**config.mk**
```make
export PLATFORM = sky130hd
export DESIGN_NAME = rm_violation_collector
export DESIGN_NICKNAME = d
export VERILOG_FILES = /design/src/rtl/rm_violation_collector.sv
export SDC_FILE = /design/constraint.sdc
export NUM_CORES = 1
export LEC_CHECK = 0
export CORE_ASPECT_RATIO = 0.5
export CORE_MARGIN = 2
export CORE_UTILIZATION = 40
export DETAILED_ROUTE_END_ITERATION = 8
export GPL_TIMING_DRIVEN = 0
export HOLD_SLACK_MARGIN = 0.06
export PLACE_DENSITY_LB_ADDON = 0.12
export SYNTH_ARGS = -nofsm -noshare
export SYNTH_HDL_FRONTEND = slang
export SYNTH_SLANG_ARGS = --single-unit
```
**constraint.sdc**
```tcl
create_clock -name clk_i -period 7.06 [get_ports clk_i]
set_clock_uncertainty 0.15 [all_clocks]
set_input_delay 0.706 -clock clk_i [delete_from_list [all_inputs] [get_ports clk_i]]
set_output_delay 0.706 -clock clk_i [all_outputs]
set_load 0.05 [all_outputs]
```
**src/rtl/rm_violation_collector.sv**
```systemverilog
// rm_violation_collector: collects per-lane rule violations from rm_monitor,
// edge-detects them, arbitrates lanes round-robin and queues one record per
// grant into a small FIFO drained by the trap/CSR side over valid/ready.
module rm_violation_collector #(
  parameter int NUM_LANES  = 4,
  parameter int NUM_RULES  = 5,
  parameter int FIFO_DEPTH = 4,
  parameter int TS_W       = 16,
  localparam int LW        = (NUM_LANES > 1) ? $clog2(NUM_LANES) : 1
) (
  input  logic                           clk_i,
  input  logic                           rst_ni,
  input  logic [NUM_LANES*NUM_RULES-1:0] monitor_i,
  input  logic [NUM_LANES-1:0]           lane_reset_i,
  output logic                           viol_valid_o,
  input  logic                           viol_ready_i,
  output logic [LW-1:0]                  viol_lane_o,
  output logic [NUM_RULES-1:0]           viol_rules_o,
  output logic [TS_W-1:0]                viol_time_o,
  output logic [NUM_LANES-1:0]           lane_release_o,
  output logic                           irq_o,
  output logic [7:0]                     drop_cnt_o
);

  localparam int PW = $clog2(FIFO_DEPTH);
  localparam int CW = PW + 1;

  // Per-lane violation state
  logic [NUM_LANES-1:0][NUM_RULES-1:0] seen_q, seen_d;
  logic [NUM_LANES-1:0][NUM_RULES-1:0] pending_q, pending_d;
  logic [NUM_LANES-1:0][NUM_RULES-1:0] new_bits;
  logic [NUM_LANES-1:0]                cand;

  // Arbitration
  logic [LW-1:0]        rr_q, rr_d;
  logic [LW-1:0]        grant;
  logic                 grant_vld;
  logic                 push;
  logic                 pop;
  logic                 full;
  logic [NUM_LANES-1:0] release_q, release_d;

  // Record FIFO
  logic [PW-1:0]        wr_ptr_q, wr_ptr_d;
  logic [PW-1:0]        rd_ptr_q, rd_ptr_d;
  logic [CW-1:0]        count_q, count_d;
  logic [LW-1:0]        mem_lane_q  [FIFO_DEPTH];
  logic [LW-1:0]        mem_lane_d  [FIFO_DEPTH];
  logic [NUM_RULES-1:0] mem_rules_q [FIFO_DEPTH];
  logic [NUM_RULES-1:0] mem_rules_d [FIFO_DEPTH];
  logic [TS_W-1:0]      mem_ts_q    [FIFO_DEPTH];
  logic [TS_W-1:0]      mem_ts_d    [FIFO_DEPTH];

  // Misc counters
  logic [TS_W-1:0] ts_q, ts_d;
  logic [7:0]      drop_q, drop_d;

  // Rising violation bits per lane and which lanes may compete for a slot
  always_comb begin
    new_bits = '0;
    cand     = '0;
    for (int l = 0; l < NUM_LANES; l++) begin
      new_bits[l] = monitor_i[l*NUM_RULES +: NUM_RULES] & ~seen_q[l];
      cand[l]     = (pending_q[l] != '0) && !lane_reset_i[l];
    end
  end

  // Round-robin grant: first candidate at/after rr_q, else first from lane 0
  always_comb begin
    grant     = '0;
    grant_vld = 1'b0;
    for (int i = 0; i < NUM_LANES; i++) begin
      if (!grant_vld && cand[i] && (LW'(i) >= rr_q)) begin
        grant_vld = 1'b1;
        grant     = LW'(i);
      end
    end
    for (int i = 0; i < NUM_LANES; i++) begin
      if (!grant_vld && cand[i]) begin
        grant_vld = 1'b1;
        grant     = LW'(i);
      end
    end
  end

  // A full FIFO can still accept a record when its head leaves this cycle
  always_comb begin
    full = (count_q == CW'(FIFO_DEPTH));
    pop  = (count_q != '0) && viol_ready_i;
    push = grant_vld && (!full || pop);
  end

  // Lane state update: lane reset wins; a granted lane keeps only bits that
  // arrive in the grant cycle so nothing is lost
  always_comb begin
    seen_d    = seen_q;
    pending_d = pending_q;
    drop_d    = drop_q;
    for (int l = 0; l < NUM_LANES; l++) begin
      if (lane_reset_i[l]) begin
        seen_d[l]    = '0;
        pending_d[l] = '0;
        if ((pending_q[l] != '0) && (drop_d != 8'hFF)) begin
          drop_d = drop_d + 8'd1;
        end
      end else begin
        seen_d[l] = seen_q[l] | monitor_i[l*NUM_RULES +: NUM_RULES];
        if (push && (grant == LW'(l))) begin
          pending_d[l] = new_bits[l];
        end else begin
          pending_d[l] = pending_q[l] | new_bits[l];
        end
      end
    end
  end

  // Round-robin pointer, release pulse and free-running timestamp
  always_comb begin
    rr_d      = rr_q;
    release_d = '0;
    if (push) begin
      rr_d           = (grant == LW'(NUM_LANES - 1)) ? '0 : grant + LW'(1);
      release_d[grant] = 1'b1;
    end
    ts_d = ts_q + TS_W'(1);
  end

  // FIFO write, pointer and occupancy update
  always_comb begin
    mem_lane_d  = mem_lane_q;
    mem_rules_d = mem_rules_q;
    mem_ts_d    = mem_ts_q;
    wr_ptr_d    = wr_ptr_q;
    rd_ptr_d    = rd_ptr_q;
    if (push) begin
      mem_lane_d[wr_ptr_q]  = grant;
      mem_rules_d[wr_ptr_q] = pending_q[grant];
      mem_ts_d[wr_ptr_q]    = ts_q;
      wr_ptr_d              = wr_ptr_q + PW'(1);
    end
    if (pop) begin
      rd_ptr_d = rd_ptr_q + PW'(1);
    end
    count_d = count_q + CW'(push) - CW'(pop);
  end

  // State registers; asynchronous reset discards queue and lane state
  always_ff @(posedge clk_i or negedge rst_ni) begin
    if (!rst_ni) begin
      seen_q    <= '0;
      pending_q <= '0;
      rr_q      <= '0;
      release_q <= '0;
      wr_ptr_q  <= '0;
      rd_ptr_q  <= '0;
      count_q   <= '0;
      ts_q      <= '0;
      drop_q    <= '0;
      for (int e = 0; e < FIFO_DEPTH; e++) begin
        mem_lane_q[e]  <= '0;
        mem_rules_q[e] <= '0;
        mem_ts_q[e]    <= '0;
      end
    end else begin
      seen_q      <= seen_d;
      pending_q   <= pending_d;
      rr_q        <= rr_d;
      release_q   <= release_d;
      wr_ptr_q    <= wr_ptr_d;
      rd_ptr_q    <= rd_ptr_d;
      count_q     <= count_d;
      ts_q        <= ts_d;
      drop_q      <= drop_d;
      mem_lane_q  <= mem_lane_d;
      mem_rules_q <= mem_rules_d;
      mem_ts_q    <= mem_ts_d;
    end
  end

  assign viol_valid_o   = (count_q != '0);
  assign irq_o          = (count_q != '0);
  assign viol_lane_o    = mem_lane_q[rd_ptr_q];
  assign viol_rules_o   = mem_rules_q[rd_ptr_q];
  assign viol_time_o    = mem_ts_q[rd_ptr_q];
  assign lane_release_o = release_q;
  assign drop_cnt_o     = drop_q;

endmodule

```
==> implementation parameters, run 1 <==
Parameter                              Value

Setup path
  Register-to-Register Setup Slack    1.35 ns
  Reg2reg end    drop_cnt_o[0]$_DFF_PN0_
  Delay contributed by the slowest stage of the critical path    0.57 ns
  Crit Path Category    reg2reg
  Critical path data arrival time    5.91 ns
  Cell count of the worst reg-to-reg path    24
  Critical register-to-register path startpoint    drop_cnt_o[0]$_DFF_PN0_
  Type of element capturing the critical path    flip-flop
  Master of the slowest instance on the critical path    dfrtp_1
  Type of origin of the critical path    flip-flop
  Buffers & Inverters on Critical Path    4
  Levels on crit path    24
  Largest delay share family, worst path    compound AO/OA/AOI/OAI gates
  Required @ worst endpoint    7.26 ns
  Worst path cell trace    ha_1 > buf_2 > nand3_1 > nor2_1 > nor2_1 > xnor2_1 > inv_1 > ha_1 > o211ai_1 > a311o_1 > a31oi_1 > and4_1 > nor2_1 > xnor2_1 > inv_1 > ha_1 > inv_1 > nor2_1 > o311ai_0 > mux2i_1 > a211oi_2 > nand4_2 > o31ai_2 > xnor2_1
  Most common cell on crit path    nor2_1
  Top fanout value on the critical path    9

Logic synthesis
  Most numerous cell types in the synthesized netlist    dfrtp_1, nor2_1, nand2_1, mux2_2, o21ai_0
  Top flip-flop cell by instance count after synthesis    dfrtp_1
  Sequential cell area fraction in the yosys report    50.0%
  Most common cell in the netlist    dfrtp_1
  Number of enable-type register cells in the synthesized netlist    0
  Post-synthesis cell count    759
  Number of nets produced by synthesis    801
  Asr flop ratio synth    100%
  Per-instance average area after synthesis    11.2 µm²
  Biggest area contributors in the synthesized netlist    dfrtp_1, mux2_2, mux4_2
  Biggest area consumer among synthesized cells    dfrtp_1
  Warnings from Yosys    0
  Post-Syn Area    8460 µm²
  Synthesized flop and latch total    169
  Area share of the largest cell type after synthesis    50.0%
  Number of distinct standard cells referenced by the synthesized netlist    73

Finish
  Fill cell total of the finished layout    1903
  Share of cells above drive strength 1    18.2%
  Area growth from synthesis to layout    18.4%
  Fraction of the core area covered by cells at the end of the flow    48.5%
  Register area    4230 µm²
  Filler-free cell count of the finished design    1127
  Area of the multi-input gates    4000 µm²
  Non-Filler Cell Area, Final    10000 µm²
  Total number of nets in the final design    883

STA
  Relative slew slack    38.2%
  Max Freq    175 MHz
  Final hold violations    0
  Final sum of negative setup slack    0 ns
  Slew at the pin closest to its max-slew limit    0.927 ns
  Setup violations, final    0
  Final-report max-slew violation count    0
  Portion of the clock cycle consumed by the worst path in the final layout    80.8%
  Setup repair after global routing missed its margin    false
  Tmin final    5.71 ns

Placed design
  Gp weighted congestion    0.832
  Instance area after placement    9460 µm²
  Port-buffer cells    62
  Placed instance count    1095
  Detailed Place HPWL    13.1 mm

Job
  Number of max-cap violations    0

CTS
  TritonCTS clock tree    done
  Clock-pin slew on the worst setup and hold paths    0.07 ns
  Htree depth    4
  Root Buffer Master    clkbuf_16
  Number of buffers inserted by hold repair at cts    0
  Clock buffer depth    2
  Sink count of the clock tree    169
  Total setup buffers inserted after CTS    0
  Clock latency on the worst-skew pair    0.44 ns
  Number of CTS-inserted buffers    17
  Number of cells upsized or downsized after cts    0

Outcome
  Outcome    finished, final reports clean

Global route
  Maximum number of pins on one net before global-route repair    101
  Number of antenna violations at the first check in global routing    0
  Global-route wire length before repair    31.0 mm
  Aggregate global routing overflow    0
  Vias in the first global route    5933
  GR Util All Layers    18.0%

Floorplanning
  Core Footprint    20600 µm²
  Die extent in y    107 µm
  Die Span X    210 µm
  Effective utilization at floorplan    41.0%
  Row Count    37
  Die area    22400 µm²
  Boundary pin count    64

Detailed routing
  Remaining routing DRC violations    0
  Total vias in the final route    5909
  Count of nets left with antenna violations after detail routing    0
  Number of detailed-route iterations in the first pass    4
  DRC marker count from the first detailed-route iteration    301
  Detail-routed via count per cell    5.24
  Final Routed Wirelength    18.7 mm
  Routed len/inst    16.6 µm

Worst hold path
  Worst min-delay path class    in2async

Power
  Power per Cell Area    422 nW/µm²
  Peak ir drop on the vdd network    0.000259 V
  Leakage power    4.34 nW
sequential cells by signal (all words and copies together) (netlist names), 3 cells and up:
name	flops
mem_ts_q	64
pending_q	20
drop_cnt_o	8
seen_q	20
mem_lane_q	8
lane_release_o	4
mem_rules_q	20
ts_q	16
count_q	3
area by class of cell:
class	count	area share, %
sequential	169	42.2
multi-input combinational	530	39.9
timing repair buffer	63	6.52
clock buffer	19	4.42
tap	273	3.41
buffer	38	1.57
clock inverter	12	1.14
inverter	22	0.824
antenna	1	0.0250
worst max-delay path by stage:
stage                             from                        to  slack, ns
6_report       drop_cnt_o[0]$_DFF_PN0_   drop_cnt_o[0]$_DFF_PN0_       1.35
5_1_grt        drop_cnt_o[0]$_DFF_PN0_   drop_cnt_o[0]$_DFF_PN0_       0.98
4_1_cts        drop_cnt_o[0]$_DFF_PN0_   drop_cnt_o[0]$_DFF_PN0_       1.38
3_5_place_dp   drop_cnt_o[0]$_DFF_PN0_   drop_cnt_o[0]$_DFF_PN0_       1.44
3_3_place_gp                    rst_ni  mem_ts_q[42]$_DFFE_PN0P_      -1.99
2_1_floorplan  drop_cnt_o[0]$_DFF_PN0_   drop_cnt_o[0]$_DFF_PN0_       1.99
layer usage:
layer | global-route usage [%] | up-vias | share of wire [%]
li1 | - | 2843 | -
met1 | 24.4 | 2969 | 49
met2 | 29.1 | 78 | 46
met3 | 3.66 | 19 | 3.2
met4 | 5.98 | 0 | 1.4
met5 | 0 | - | 0
placed cells by master, fill, tap and decap left out, types with 3 or more instances in the layout:
| cell | synthesis | routed |
|---|---|---|
| xnor2_1 | 22 | 22 |
| ha_1 | 14 | 14 |
| a21o_1 | 3 | 3 |
| and2_1 | 8 | 8 |
| o21a_1 | 4 | 4 |
| mux2i_1 | 15 | 15 |
| buf_2 | 6 | 6 |
| clkbuf_1 | 23 | 24 |
| dfrtp_1 | 169 | 169 |
| buf_1 | 7 | 7 |
| xor2_1 | 7 | 7 |
| nor3b_1 | 3 | 3 |
| a31oi_1 | 4 | 4 |
| mux2_2 | 67 | 67 |
| nand3_1 | 14 | 14 |
| clkdlybuf4s50_1 | 0 | 61 |
| mux4_2 | 23 | 23 |
| nor2b_1 | 21 | 21 |
| nand2_1 | 70 | 70 |
| nor3_1 | 9 | 9 |
| inv_6 | 0 | 5 |
| a211oi_1 | 3 | 3 |
| nor2_1 | 89 | 89 |
| inv_1 | 22 | 22 |
| a21oi_1 | 30 | 30 |
| o21ai_0 | 52 | 52 |
| clkinv_2 | 0 | 4 |
| clkbuf_16 | 0 | 17 |
| nand4_1 | 8 | 8 |
cell families after synthesis:
logic type / Yosys count / synth area share, %
AOI/OAI and AO/OA: 127 / 10.2
xor gates and xnor gates: 30 / 3.19
muxes: 105 / 16.8
adders and majority gates: 15 / 2.31
DFF: 169 / 50.0
and+or+nand+nor: 253 / 14.7
buffers and inverters: 60 / 2.84
worst register-to-register path: stages (launching register included):
cell and delay [ns]:
dfrtp_1 0.57, ha_1 0.21, buf_2 0.19, nand3_1 0.19, nor2_1 0.31, nor2_1 0.16, xnor2_1 0.16, inv_1 0.10
ha_1 0.20, o211ai_1 0.10, a311o_1 0.33, a31oi_1 0.40, and4_1 0.33, nor2_1 0.09, xnor2_1 0.36, inv_1 0.08
ha_1 0.23, inv_1 0.10, nor2_1 0.07, o311ai_0 0.15, mux2i_1 0.19, a211oi_2 0.34, nand4_2 0.22, o31ai_2 0.25
xnor2_1 0.14
power by group:
| group | leakage (nW) | switching, W | total, W | internal [W] |
|---|---|---|---|---|
| Sequential | 2.16 | 0.000139 | 0.00132 | 0.00118 |
| Clock | 0.280 | 0.000407 | 0.000905 | 0.000499 |
| Combinational | 1.90 | 0.00124 | 0.00200 | 0.000765 |
| Total | 4.34 | 0.00178 | 0.00423 | 0.00245 |
per-stage QoR:
| stage | worst slack (ns) | power (W) | hold WS, ns |
|---|---|---|---|
| 2_1_floorplan | 1.99 | 0.00277 | 0.260 |
| 3_3_place_gp | -1.99 | 0.00332 | 0.307 |
| 4_1_cts | 1.38 | 0.00428 | 0.0808 |
| 3_5_place_dp | 1.44 | 0.00336 | 0.318 |
| 6_report | 1.35 | 0.00423 | 0.0704 |
| 5_1_grt | 0.980 | 0.00450 | 0.113 |
(Power assumes the default switching activity.)
==> inputs of run 2 (changes only) <==
- clock period: 7.06 -> 5.9 ns (I/O delays scaled with it)
==> implementation parameters, run 2 (synthesis results as in run 1) <==
Parameter                              Value

Worst hold path
  Worst min-delay path class    reg2reg
  Hold Path End    mem_ts_q[32]$_DFFE_PN0P_
  Cell depth of the worst min-delay path    2
  Hold_sp    mem_ts_q[32]$_DFFE_PN0P_

Detailed routing
  Wire length the detailed router placed on met1    9.27 mm (+1.0%)
  Detail-routed via count per cell    5.23 (-0.22%)
  Routed len/inst    16.7 µm (+0.46%)
  Topmost layer with routed signal wires    met4
  Final Routed Wirelength    18.8 mm (+0.46%)
  Count of nets left with antenna violations after detail routing    0 (unchanged)
  Number of detailed-route iterations in the first pass    5 (+1)
  Routed length on met3    490 µm (-17%)
  Met2 Wirelength    8.79 mm (+0.90%)
  DRC marker count from the first detailed-route iteration    259 (-14%)
  Remaining routing DRC violations    0 (unchanged)
  Total vias in the final route    5896 (-0.22%)

Finish
  Antenna diode count    0 (-1)
  Top register by number of flip-flops    mem_ts_q
  Area growth from synthesis to layout    18.6%
  Most common cell after layout, fill and taps aside    dfrtp_1
  Fraction of the core area covered by cells at the end of the flow    48.6% (+0.10 points)
  Total number of nets in the final design    884 (+0.11%)
  Fill cell total of the finished layout    1902 (-0.053%)
  Register area    4230 µm² (unchanged)
  Commonest cells after routing, fill and taps aside    dfrtp_1, nor2_1, nand2_1
  Number of flip-flops in the largest register    64 (unchanged)
  Area of the multi-input gates    4010 µm² (+0.34%)
  Share of cells above drive strength 1    18.4% (+0.21 points)

Setup path
  Master of the slowest instance on the critical path    dfrtp_1
  Critical register-to-register path startpoint    drop_cnt_o[0]$_DFF_PN0_
  Required @ worst endpoint    6.11 ns (-1.15 ns)
  Most common cell on crit path    nor2_1
  Worst path cell trace    ha_1 > buf_2 > nand3_1 > nor2_1 > nor2_1 > xnor2_1 > inv_1 > ha_1 > o211ai_1 > a311o_1 > a31oi_2 > and4_1 > nor2_1 > xnor2_2 > inv_1 > ha_1 > inv_1 > nor2_1 > o311ai_0 > mux2i_1 > a211oi_2 > nand4_2 > o31ai_2 > xnor2_1
  Crit Path Category    reg2reg
  Reg2reg end    drop_cnt_o[0]$_DFF_PN0_
  Top fanout value on the critical path    9 (unchanged)
  Delay contributed by the slowest stage of the critical path    0.55 ns (-0.02 ns)
  Critical path data arrival time    5.73 ns (-0.18 ns)
  Start point of the critical path    drop_cnt_o[0]$_DFF_PN0_
  Type of origin of the critical path    flip-flop
  Cell count of the worst reg-to-reg path    24 (unchanged)
  Type of element capturing the critical path    flip-flop
  Register-to-Register Setup Slack    0.38 ns (-0.98 ns)

Placed design
  Detailed Place HPWL    13.1 mm (unchanged)
  Port-buffer cells    62 (unchanged)
  Placement-stage worst setup slack    0.280 ns (-1.16 ns)
  Gp weighted congestion    0.832 (unchanged)

Global route
  Maximum number of pins on one net before global-route repair    101 (unchanged)
  Aggregate global routing overflow    0 (unchanged)
  Global-route wire length before repair    31.0 mm (about the same)
  Number of antenna violations at the first check in global routing    0 (unchanged)
  Vias in the first global route    5934 (+0.017%)
  GR Util All Layers    18.0% (about the same)

Floorplanning
  Die extent in y    107 µm (unchanged)
  Die Span X    210 µm (unchanged)
  Boundary pin count    64 (unchanged)
  Row Count    37 (unchanged)
  Core Footprint    20600 µm² (unchanged)
  Effective utilization at floorplan    41.0% (unchanged)
  Die area    22400 µm² (unchanged)

Power
  Post-route total power    0.00507 W (+20%)
  Leakage power    4.35 nW (+0.23%)
  Power per Cell Area    505 nW/µm² (+20%)
  Peak ir drop on the vdd network    0.000309 V (+19%)

STA
  Setup slack after layout    0.378 ns (-0.976 ns)
  Max Freq    181 MHz (+3.3%)
  Tmin final    5.52 ns (-0.184 ns)
  Relative slew slack    38.2% (about the same)
  Final-report max-slew violation count    0 (unchanged)
  Final hold violations    0 (unchanged)
  Portion of the clock cycle consumed by the worst path in the final layout    93.6% (+13 points)
  Setup violations, final    0 (unchanged)
  Slew at the pin closest to its max-slew limit    0.927 ns (-0.000129 ns)

CTS
  Root Buffer Master    clkbuf_16
  TritonCTS clock tree    done
  Clock buffer depth    2 (unchanged)
  Total setup buffers inserted after CTS    0 (unchanged)
  Clock-pin slew on the worst setup and hold paths    0.07 ns (about the same)
  Clock latency on the worst-skew pair    0.44 ns (about the same)
  Sink count of the clock tree    169 (unchanged)
  Htree depth    4 (unchanged)
  Number of CTS-inserted buffers    17 (unchanged)

Outcome
  Outcome    finished, final reports clean

Job
  Number of max-cap violations    0 (unchanged)
==> run 2: how the worst max path moves through the flow <==
stage | endpoint | depth (start not counted)
floorplan | drop_cnt_o[0]$_DFF_PN0_ | 24
global placement | mem_ts_q[42]$_DFFE_PN0P_ | 1
detailed placement | drop_cnt_o[0]$_DFF_PN0_ | 24
CTS | drop_cnt_o[0]$_DFF_PN0_ | 24
global route | drop_cnt_o[0]$_DFF_PN0_ | 24
finish | drop_cnt_o[0]$_DFF_PN0_ | 24
==> run 2: cell type report <==
class / count / share of cell area, %
Clock buffer: 19 / 4.41
Tap cell: 273 / 3.40
Sequential cell: 169 / 42.1
Multi-Input combinational cell: 530 / 39.9
Buffer: 38 / 1.57
Clock inverter: 12 / 1.13
Timing Repair Buffer: 64 / 6.61
Inverter: 22 / 0.823
==> run 2: metrics by stage <==
step           TNS, ns  instances  hold slack (ns)  instance area [µm²]
5_1_grt        -0.0204       1127            0.343                10000
2_1_floorplan        0        759            0.144                 8460
3_3_place_gp   -510.35       1094            0.307                 9430
6_report             0       1127            0.329                10000
3_5_place_dp         0       1095            0.318                 9460
4_1_cts              0       1127            0.334                10000
==> run 2: worst max-delay path, delay by kind of cell, from the launching register on <==
family	cells	cell delay, ns
AOI/OAI and AO/OA	6	1.49
adders and majority gates	3	0.63
and+or+nand+nor	7	1.36
xor gates and xnor gates	3	0.56
muxes	1	0.19
DFF	1	0.55
buffers and inverters	4	0.48
==> run 2: metal layers <==
layer  track usage (%)  up-vias
met5                 0        -
met4              5.98        0
met3              3.66       21
met2              29.1       66
met1              24.4     2965
li1                  -     2844
==> run 2: where the power goes <==
part / switching (W) / internal, W
sequential: 0.000167 / 0.00141
clock: 0.000487 / 0.000597
combinational: 0.00148 / 0.000920
==> run 2: timing repair <==
item | in CTS | in global routing
endpoints found under the setup margin | 0 | 5
hold buffers | 1 | 0
gates resized for setup | 0 | 2
hold endpoints to repair | 69 | 0
==> inputs of run 3 (changes only) <==
- CORE_MARGIN: 2 -> 5
==> implementation parameters, run 3 (synthesis results as in run 1) <==
Parameter                              Value

Setup path
  Critical path data arrival time    5.58 ns (-0.15 ns)
  Top fanout value on the critical path    9 (unchanged)
  Master of the slowest instance on the critical path    dfrtp_1
  Required @ worst endpoint    6.10 ns (about the same)
  Critical register-to-register path startpoint    drop_cnt_o[1]$_DFF_PN0_
  Crit Path Category    reg2reg
  Type of origin of the critical path    flip-flop
  Delay contributed by the slowest stage of the critical path    0.47 ns (-0.08 ns)
  Buffers & Inverters on Critical Path    3 (-1)
  Most common cell on crit path    nor2_1
  Levels on crit path    23 (-4.2%)
  Register-to-Register Setup Slack    0.52 ns (+0.14 ns)
  Type of element capturing the critical path    flip-flop
  Reg2reg end    drop_cnt_o[0]$_DFF_PN0_
  Cell count of the worst reg-to-reg path    23 (-4.2%)
  Largest delay share family, worst path    compound AO/OA/AOI/OAI gates
  Worst path cell trace    ha_1 > buf_2 > nand3_1 > nor2_1 > nor2_1 > xnor2_1 > inv_1 > ha_1 > o211ai_1 > a311o_1 > a31oi_2 > and4_1 > nor2_1 > mux2_2 > ha_1 > inv_1 > nor2_1 > o311ai_0 > mux2i_1 > a211oi_2 > nand4_2 > o31ai_2 > xnor2_1

Floorplanning
  Effective utilization at floorplan    40.9% (-0.092 points)
  Die area    24300 µm² (+8.6%)
  Boundary pin count    64 (unchanged)
  Row Count    37 (unchanged)
  Die Span X    216 µm (+2.9%)
  Die extent in y    113 µm (+5.6%)
  Core Footprint    20700 µm² (+0.22%)

Finish
  Top register by number of flip-flops    mem_ts_q
  Antenna diode count    0 (unchanged)
  Share of cells above drive strength 1    18.6% (+0.21 points)
  Number of flip-flops in the largest register    64 (unchanged)
  Area growth from synthesis to layout    19.0%
  Commonest cells after routing, fill and taps aside    dfrtp_1, nor2_1, nand2_1
  Total number of nets in the final design    884 (unchanged)
  Most common cell after layout, fill and taps aside    dfrtp_1

STA
  Relative slew slack    37.6% (-0.64 points)
  Final sum of negative setup slack    0 ns (unchanged)
  Setup violations, final    0 (unchanged)
  Setup repair after global routing missed its margin    false
  Portion of the clock cycle consumed by the worst path in the final layout    91.2% (-2.4 points)
  Setup slack after layout    0.519 ns (+0.141 ns)
  Final hold violations    0 (unchanged)
  Max Freq    186 MHz (+2.6%)
  Final-report max-slew violation count    0 (unchanged)
  Slew at the pin closest to its max-slew limit    0.937 ns (+0.00966 ns)
  Tmin final    5.38 ns (-0.141 ns)

Job
  Number of max-cap violations    0 (unchanged)

Worst hold path
  Hold_sp    mem_lane_q[1]$_DFFE_PN0P_
  Hold Path End    mem_lane_q[1]$_DFFE_PN0P_
  Worst min-delay path class    reg2reg
  Cell depth of the worst min-delay path    2 (unchanged)

CTS
  Sink count of the clock tree    169 (unchanged)
  Clock buffer depth    2 (unchanged)
  TritonCTS clock tree    done
  Root Buffer Master    clkbuf_16
  Clock-pin slew on the worst setup and hold paths    0.06 ns (about the same)
  Htree depth    4 (unchanged)
  Number of CTS-inserted buffers    17 (unchanged)
  Clock latency on the worst-skew pair    0.43 ns (about the same)
  Total setup buffers inserted after CTS    0 (unchanged)

Placed design
  Gp weighted congestion    0.784 (-5.7%)
  Port-buffer cells    62 (unchanged)
  Placement-stage worst setup slack    0.299 ns (+0.0195 ns)
  Detailed Place HPWL    13.2 mm (+0.60%)

Detailed routing
  Detail-routed via count per cell    5.19 (-0.82%)
  Count of nets left with antenna violations after detail routing    0 (unchanged)
  Wire length the detailed router placed on met1    9.01 mm (-2.9%)
  Total vias in the final route    5853 (-0.73%)
  Topmost layer with routed signal wires    met5
  Met2 Wirelength    8.98 mm (+2.2%)
  Routed len/inst    16.6 µm (-0.69%)
  DRC marker count from the first detailed-route iteration    366 (+41%)
  Routed length on met3    509 µm (+3.9%)
  Remaining routing DRC violations    0 (unchanged)
  Final Routed Wirelength    18.7 mm (-0.60%)
  Number of detailed-route iterations in the first pass    4 (-1)

Outcome
  Outcome    finished, final reports clean

Global route
  Maximum number of pins on one net before global-route repair    120 (+19%)
  Aggregate global routing overflow    0 (unchanged)
  Vias in the first global route    5996 (+1.0%)
  Number of antenna violations at the first check in global routing    1 (+1)
  GR Util All Layers    15.9% (-2.0 points)
  Global-route wire length before repair    31.2 mm (+0.54%)

Power
  Peak ir drop on the vdd network    0.000296 V (-4.2%)
  Leakage power    4.34 nW (-0.19%)
  Power per Cell Area    506 nW/µm² (+0.21%)
  Post-route total power    0.00510 W (+0.55%)
==> run 3: worst max path at each step <==
stage / slack, ns / from / endpoint
6_report: 0.52 / drop_cnt_o[1]$_DFF_PN0_ / drop_cnt_o[0]$_DFF_PN0_
5_1_grt: 0.03 / drop_cnt_o[1]$_DFF_PN0_ / drop_cnt_o[0]$_DFF_PN0_
4_1_cts: 0.26 / drop_cnt_o[0]$_DFF_PN0_ / drop_cnt_o[0]$_DFF_PN0_
3_5_place_dp: 0.30 / drop_cnt_o[0]$_DFF_PN0_ / drop_cnt_o[0]$_DFF_PN0_
3_3_place_gp: -3.01 / rst_ni / mem_ts_q[57]$_DFFE_PN0P_
2_1_floorplan: 0.83 / drop_cnt_o[0]$_DFF_PN0_ / drop_cnt_o[0]$_DFF_PN0_
==> run 3: timing repair <==
item / CTS / global route
endpoints found under the setup margin: 0 / 8
hold endpoints to repair: 50 / 0
resized for setup: 0 / 3
hold buffers: 1 / 0
==> run 3: layer usage <==
metal / track usage, % / vias up
met2: 26.5 / 59
li1: - / 2853
met4: 4.99 / 2
met1: 21.3 / 2921
met3: 3.29 / 18
met5: 0 / -
==> run 3: through the flow <==
| step | cell area, µm² | cells | utilization, % | hold WS (ns) |
|---|---|---|---|---|
| after floorplan | 8460 | 759 | - | 0.144 |
| after global placement | 9430 | 1094 | 45.6 | 0.307 |
| after detailed placement | 9460 | 1095 | 45.7 | 0.319 |
| after CTS | 10100 | 1128 | 48.6 | 0.335 |
| after global routing | 10100 | 1128 | 48.7 | 0.347 |
| final | 10100 | 1128 | 48.7 | 0.329 |
==> run 3: cell type report <==
class	count	area [µm²]
Buffer	38	158
Clock buffer	18	429
Clock inverter	14	160
Fill cell	1918	10600
Inverter	22	82.6
Multi-Input combinational cell	530	4010
Sequential cell	169	4230
Tap cell	273	342
Timing Repair Buffer	64	663
==> run 3: power breakdown <==
group / switching [W] / internal, W / total (W) / leakage, nW
logic: 0.00147 / 0.000918 / 0.00239 / 1.91
clock network: 0.000494 / 0.000632 / 0.00113 / 0.273
registers: 0.000161 / 0.00142 / 0.00158 / 2.16
total: 0.00213 / 0.00297 / 0.00510 / 4.34
==> run 3: tightest hold or removal path: stages, from the launching register on <==
cell and delay [ns]:
dfrtp_1 0.34, nand2_1 0.04, o21ai_0 0.06
